$ cat src/rtl/clk_enable_sched.sv
// Clock-enable scheduler: turns in_clk into a one-cycle cpu_en pulse stream
// (halt / free-run divider / single-step / fixed-length burst).
module clk_enable_sched #(
    parameter int CNT_W       = 18,
    parameter int DEFAULT_DIV = 208333,
    parameter int SYNC_STAGES = 2
) (
    input  logic             in_clk,
    input  logic             reset_clk,
    input  logic [1:0]       mode,
    input  logic             div_wr,
    input  logic [CNT_W-1:0] div_data,
    output logic             div_ack,
    input  logic             step_btn,
    input  logic [7:0]       burst_len,
    output logic             cpu_en,
    output logic             busy,
    output logic [CNT_W-1:0] div_cur
);

    // state       | meaning
    // S_HALT      | no pulses, counter held at 0
    // S_RUN       | free-running divider, one pulse per div_cur cycles
    // S_STEP_IDLE | one pulse per step request, divider bypassed
    // S_BURST_IDLE| waiting for a step request to start a burst
    // S_BURST_ACT | divider running, rem pulses still to issue
    typedef enum logic [2:0] {
        S_HALT, S_RUN, S_STEP_IDLE, S_BURST_IDLE, S_BURST_ACT
    } state_t;

    localparam logic [CNT_W-1:0] ONE = CNT_W'(1);

    state_t                 state;
    logic [1:0]             mode_q;
    logic [CNT_W-1:0]       cnt;
    logic [CNT_W-1:0]       pend_val;
    logic                   pend;
    logic [7:0]             rem;
    logic [SYNC_STAGES-1:0] sync;
    logic                   step_prev;
    logic                   step_req;

    logic                   mode_chg;
    logic                   running;
    logic                   at_term;
    logic                   wrap;
    logic                   apply;
    logic [CNT_W-1:0]       div_clamped;

    function automatic state_t mode_state(input logic [1:0] m);
        case (m)
            2'b01:   return S_RUN;
            2'b10:   return S_STEP_IDLE;
            2'b11:   return S_BURST_IDLE;
            default: return S_HALT;
        endcase
    endfunction

    always_comb begin
        mode_chg    = (mode != mode_q);
        running     = (state == S_RUN) || (state == S_BURST_ACT);
        at_term     = (cnt == div_cur - ONE);
        wrap        = !mode_chg && running && at_term;
        // A running divider only takes a new period on its wrap edge.
        apply       = pend && (running ? wrap : 1'b1);
        div_clamped = (div_data == '0) ? ONE : div_data;
    end

    always_ff @(posedge in_clk or posedge reset_clk) begin
        if (reset_clk) begin
            state     <= S_HALT;
            mode_q    <= 2'b00;
            cnt       <= '0;
            pend_val  <= '0;
            pend      <= 1'b0;
            rem       <= '0;
            sync      <= '0;
            step_prev <= 1'b0;
            step_req  <= 1'b0;
            cpu_en    <= 1'b0;
            div_ack   <= 1'b0;
            busy      <= 1'b0;
            div_cur   <= CNT_W'(DEFAULT_DIV);
        end else begin
            mode_q    <= mode;
            sync      <= {sync[SYNC_STAGES-2:0], step_btn};
            step_prev <= sync[SYNC_STAGES-1];
            step_req  <= sync[SYNC_STAGES-1] & ~step_prev;

            div_ack <= apply;
            if (apply)
                div_cur <= pend_val;
            if (div_wr) begin
                pend     <= 1'b1;
                pend_val <= div_clamped;
            end else if (apply) begin
                pend <= 1'b0;
            end

            cpu_en <= 1'b0;
            if (mode_chg) begin
                cnt   <= '0;
                busy  <= 1'b0;
                state <= mode_state(mode);
            end else begin
                case (state)
                    S_RUN: begin
                        if (at_term) begin
                            cnt    <= '0;
                            cpu_en <= 1'b1;
                        end else begin
                            cnt <= cnt + ONE;
                        end
                    end
                    S_BURST_ACT: begin
                        if (at_term) begin
                            cnt    <= '0;
                            cpu_en <= 1'b1;
                            rem    <= rem - 8'd1;
                            if (rem == 8'd1) begin
                                busy  <= 1'b0;
                                state <= S_BURST_IDLE;
                            end
                        end else begin
                            cnt <= cnt + ONE;
                        end
                    end
                    S_STEP_IDLE: begin
                        cnt    <= '0;
                        cpu_en <= step_req;
                    end
                    S_BURST_IDLE: begin
                        cnt <= '0;
                        if (step_req && burst_len != 8'd0) begin
                            rem   <= burst_len;
                            busy  <= 1'b1;
                            state <= S_BURST_ACT;
                        end
                    end
                    default: cnt <= '0;
                endcase
            end
        end
    end

endmodule

$ cat config.mk
export PLATFORM = sky130hd
export DESIGN_NAME = clk_enable_sched
export DESIGN_NICKNAME = d
export VERILOG_FILES = /design/src/rtl/clk_enable_sched.sv
export SDC_FILE = /design/constraint.sdc
export NUM_CORES = 1
export LEC_CHECK = 0
export ABC_AREA = 1
export CAP_MARGIN = 20
export CORE_ASPECT_RATIO = 1.75
export CORE_MARGIN = 1
export CORE_UTILIZATION = 28
export DETAILED_ROUTE_END_ITERATION = 10
export PLACE_DENSITY = 0.56
export SLEW_MARGIN = 40
export SYNTH_ARGS = -nofsm -noshare
export SYNTH_HDL_FRONTEND = slang
export SYNTH_SLANG_ARGS = --single-unit
$ cat constraint.sdc
create_clock -name in_clk -period 8.5 [get_ports in_clk]
set_input_delay 2.55 -clock in_clk [delete_from_list [all_inputs] [get_ports in_clk]]
set_output_delay 2.55 -clock in_clk [all_outputs]
set_load 0.02 [all_outputs]
## Yosys cells after proc, flatten, opt, wreduce, memory -nomap -nowiden

Index checks and enable logic that the tools add are counted.

| word-level totals | value |
|---|---|
| word-level logic and storage cells | 72 |
| bits of input ports | 32 |
| output and inout bits | 21 |
| flip-flop bits (word level) | 75 |

| cells by class | value |
|---|---|
| bitwise gates (word level) | 3 |
| eq/ne operators | 15 |
| muxes and demuxes | 24 |
| add/subtract/negate cells | 3 |
| reduce and logical (&&, ||, !) cells | 14 |

Operators by type and width:

| cell | count |
|---|---|
| $mux W18 | 4 |
| $add A18 B1 Y18 const B | 1 |
| $eq A18 B18 Y1 | 1 |
| $logic_not A18 Y1 | 1 |
| $sub A18 B1 Y18 const B | 1 |
| $mux W8 | 2 |
| $pmux W8 S2 | 1 |
| $mux W3 | 4 |
| $mux W1 | 9 |
| $eq A8 B1 Y1 const B | 1 |
| $reduce_and A4 Y1 | 2 |
| $reduce_bool A8 Y1 | 1 |
| $sub A8 B1 Y8 const B | 1 |
| $eq A3 B2 Y1 const B | 2 |
| $ne A3 B3 Y1 const B | 2 |
| $pmux W2 S3 | 1 |
| $pmux W3 S2 | 1 |
| $eq A2 B2 Y1 const B | 2 |
| $logic_and A1 B1 Y1 | 4 |
| $ne A2 B2 Y1 const B | 2 |
| $pmux W1 S2 | 2 |
| $reduce_bool A2 Y1 | 2 |
| $eq A3 B1 Y1 const B | 1 |
| $eq A3 B3 Y1 const B | 1 |
| other kinds (9) | 10 |

## Depth between registers and ports, before layout

| logic depth | value |
|---|---|
| word-level depth | 8 |
| gate-level depth with buffers | 18 |
| depth with buffers taken out | 17 |

## Worst setup path before layout

No wires, ideal clock.

| timing | value |
|---|---|
| path type | input to register |
| start point | in mode[0] |
| end point | reg div_cur[4] |
| path slack | 4.905 ns |
| data required time | 8.382 ns |
| data arrival time | 3.477 ns |
| path buffers | 1 |
| cell stages on the path | 9 |
| setup time | 0.118 ns |
| cells stage by stage | xnor2_1 nand2_1 inv_1 nand3_2 nand2_4 nand2_4 buf_6 nand2_1 nand2_1 |

| on the way | value |
|---|---|
| cells in the longest elaborated chain, start to end | 6 |

RTL lines:

| what | line | RTL |
|---|---|---|
| from (decl) | 10 | `input logic [1:0] mode,` |
| $ne A2 B2 Y1 | 60 | `mode_chg = (mode != mode_q);` |
| $logic_not A1 Y1 | 63 | `wrap = !mode_chg && running && at_term;` |
| $logic_and A1 B1 Y1 (2 in series) | 63 |  |
| $mux W1 | 65 | `apply = pend && (running ? wrap : 1'b1);` |
| $logic_and A1 B1 Y1 | 65 |  |
| to (signal assigned) | 83 | `div_cur <= CNT_W'(DEFAULT_DIV);` |
| to (signal assigned) | 92 | `div_cur <= pend_val;` |
| to (decl) | 18 | `output logic [CNT_W-1:0] div_cur` |

No other way between the ends.
A chain may end at the register's enable or synchronous reset.

## Worst setup path in the final report

| timing | value |
|---|---|
| start point | reg div_cur[8] |
| end point | out div_cur[8] |

No word-level cell between the ends.

==> flow_metrics.tcl <==
set metrics [dict create \
    clkTransAtPathRegs_ns 0.06 \
    final_area_sq_mm 0.00521 \
    switching_share 0.380 \
    ys_ff_latch 74 \
    fmax_mhz 242 \
    synth.area.mux_share 0 \
    antenna_cells 0 \
    synth_edf_count 0 \
    post_cts_buffers 0 \
    cp_data_arrival_time_ns 1.58 \
    place_area_sq_mm 0.00486 \
    gr-total-overflow 0 \
    syn-mean-instance-area_sq_um 7.37 \
    crit_required_ns 5.95 \
    fin_crit_ns 4.13 \
    synthAdderAreaFrac 0.0120 \
    hold_violations 0 \
    critical_path_class "reg -> out" \
    crit_chain "clkdlybuf4s50_1" \
    synthCells 565 \
    drc_errors 0 \
    final_cells 804 \
    hp-class "reg -> reg" \
    place_congestion 0.844 \
    h-tree-depth 3 \
    finalCritPeriodShare 0.486 \
    synth_nets 601 \
    clkLatencyLatePin_ns 0.34 \
    rr_worst_depth 14 \
    endpoint "div_cur[8]" \
    antenna_found_initial 0 \
    setup_viol 0 \
    regToRegSetupSlack_ns 5.92 \
    outcome "completed" \
    drv_slew 0 \
    die_w_microns 94.2 \
    p_int_mw 0.938 \
    power-per-cell-area_mw_per_mm2 290 \
    cts_resized 0 \
    area_delta_synth_final_pct 25.2 \
    syn_area_sq_mm 0.00416 \
    dp.cells 788 \
    ys_seq_area_frac 0.448 \
    netSwitchingPower_mw 0.576 \
    cts_root_buffer "clkbuf_16" \
    cp_top_family "buffers and inverters" \
    tightestPinTransition_ns 0.768 \
    fp-row-count 58 \
    first_pass_iters 4 \
    die-height_microns 163 \
    wire_per_inst_microns 12.6 \
    r2r-end "div_cur[15]" \
    start_util 0.288 \
    synth_top_cells_by_area "dfrtp_1, nand2_1, dfstp_2" \
    cts_tree "yes" \
    fin_skew_ns 0.00920 \
    wirelength_microns 10100 \
    grt_pass1_wl_microns 16900 \
    io_pins 53 \
    start_kind "register" \
    ir_drop_uv 126 \
    startpoint "div_cur[8]" \
    leakage_nw 2.47 \
    seqPwrFrac 0.344 \
    cp-end-kind "primary output" \
    floorplan.die_area_sq_mm 0.0154 \
    clockBufferDepth 2 \
    slew_headroom 0.486 \
    yosys_warnings 0 \
    fin_setup_tns_ns 0 \
    drt-initial-drc-count 136 \
    vias 3692 \
    hpwl_microns 7850 \
    via_per_inst 4.59 \
    synthXorXnorAreaFrac 0.0652 \
    r2r-start "div_cur[0]" \
    num-fill-cells 1482 \
    drv_cap 0 \
    grt_pass1_vias 3648 \
    grt_max_degree 75 \
    synth_compound_area_frac 0.0403 \
    critPathMaxFanout 5 \
    yosys_most_used_dff "dfrtp_1" \
    synth_top_family_by_area "simple AND/OR/NAND/NOR gates" \
    groute.usage.overall 0.142 \
    comb_power_share 0.362 \
    clkPwrFrac 0.294 \
    num-nets-final 655 \
    rsz0062_at_grt "no" \
    synthArstFlopShare 1.00 \
    antenna_left 0 \
    synth_common_cells "nand2_1, nor2_1, dfrtp_1" \
    coreArea_sq_mm 0.0144 \
    power_mw 1.51 \
    synth_top_area_cell "dfrtp_1" \
    port-buffer-count 52 \
    crit_cells 1 \
    slowest_delay_ns 0.64 \
    yosys.area_share.simple 0.378 \
    drive_above_1_share 0.0689 \
    cp_num_buf_inv 1 \
    holdBufCountCts 0 \
    cts_buffers 9 \
    clock_sinks 74 \
    slowest_stage "clkdlybuf4s50_1" \
    synth_top_area_share 0.379 \
    synth_most_common_cell "nand2_1" \
    synthDistinctLibCells 33 \
]
## cells in the final DEF, fill, tap and decap left out, types with 2 or more instances in the layout
cell             Yosys  routed
inv_1               45      44
a31oi_1              5       5
ha_1                 4       4
nand4_1              5       5
clkinv_1             2       2
nor4_1               6       6
o21ai_0             18      18
clkdlybuf4s50_1      0      52
dfrtp_1             63      63
xor2_1              20      20
nand2_1            204     204
clkbuf_16            0       9
nand2_4              2       2
nand3b_1             3       3
nor2_1              69      69
a21oi_1              7       7
or2_2                2       2
xnor2_1             11      11
nand2_2              2       2
dfstp_2             11      11
nand3_1             54      54
nor3_1               8       8
nor2_4               2       2
nor2_2               4       4
bufinv_16            0       3
and2_1               2       2
## metal layers
| metal | up-vias | global-route usage | share of wire |
|---|---|---|---|
| met1 | 1703 | 0.156 | 0.41 |
| met5 | - | 0 | 0 |
| met3 | 13 | 0.0251 | 0.029 |
| met4 | 0 | 0.0622 | 0.019 |
| li1 | 1905 | - | - |
| met2 | 71 | 0.259 | 0.54 |
## power groups by stage
stage,sequential [mW],combinational [mW],clock [mW]
global route,0.532,0.616,0.474
CTS,0.521,0.553,0.457
finish,0.520,0.548,0.445
detailed placement,0.526,0.548,0
floorplan,0.541,0.347,0
global placement,0.525,0.541,0
## how the worst min path moves through the flow
stage / start / endpoint / slack [ns] / cells after the start
detailed placement: sync[0] / sync[1] / 0.35 / 0
finish: sync[0] / sync[1] / 0.35 / 0
CTS: sync[0] / sync[1] / 0.36 / 0
global route: sync[0] / sync[1] / 0.37 / 0
global placement: sync[0] / sync[1] / 0.34 / 0
floorplan: sync[0] / sync[1] / 0.33 / 0
## layout make-up
type | count | area, sq um | area share
clock inverters | 7 | 124 | 0.0238
multi-input cells | 434 | 2060 | 0.396
flip-flops and latches | 74 | 1870 | 0.358
inverters | 47 | 176 | 0.0338
repair buffers | 53 | 532 | 0.102
clock buffers | 9 | 225 | 0.0432
well taps | 180 | 225 | 0.0432
## registers in the layout (all words and copies together), names as in the netlist
register / count
cnt: 18
div_cur: 18
pend_val: 18
rem: 8
mode_q: 2
state: 2
sync: 2
busy: 1
cpu_en: 1
div_ack: 1
pend: 1
step_prev: 1
step_req: 1
## cells by family (layout without fill, tap and decap cells)
| family | Yosys count | after routing |
|---|---|---|
| AO/OA/AOI/OAI | 32 | 32 |
| XOR/XNOR | 31 | 31 |
| AND/OR/NAND/NOR | 367 | 367 |
| flip-flops | 74 | 74 |
| buffers and inverters | 57 | 116 |
| adder cells (fa/ha/maj) | 4 | 4 |
## stage by stage
stage          hold WS (ns)  utilization  worst slack, ns
2_1_floorplan         0.331            -             4.09
3_3_place_gp          0.337        0.337             4.11
3_5_place_dp          0.346        0.337             4.02
4_1_cts               0.358        0.361             4.36
5_1_grt               0.374        0.361             4.24
6_report              0.354        0.361             4.37
Note: power is estimated with default switching activity, not from simulation.
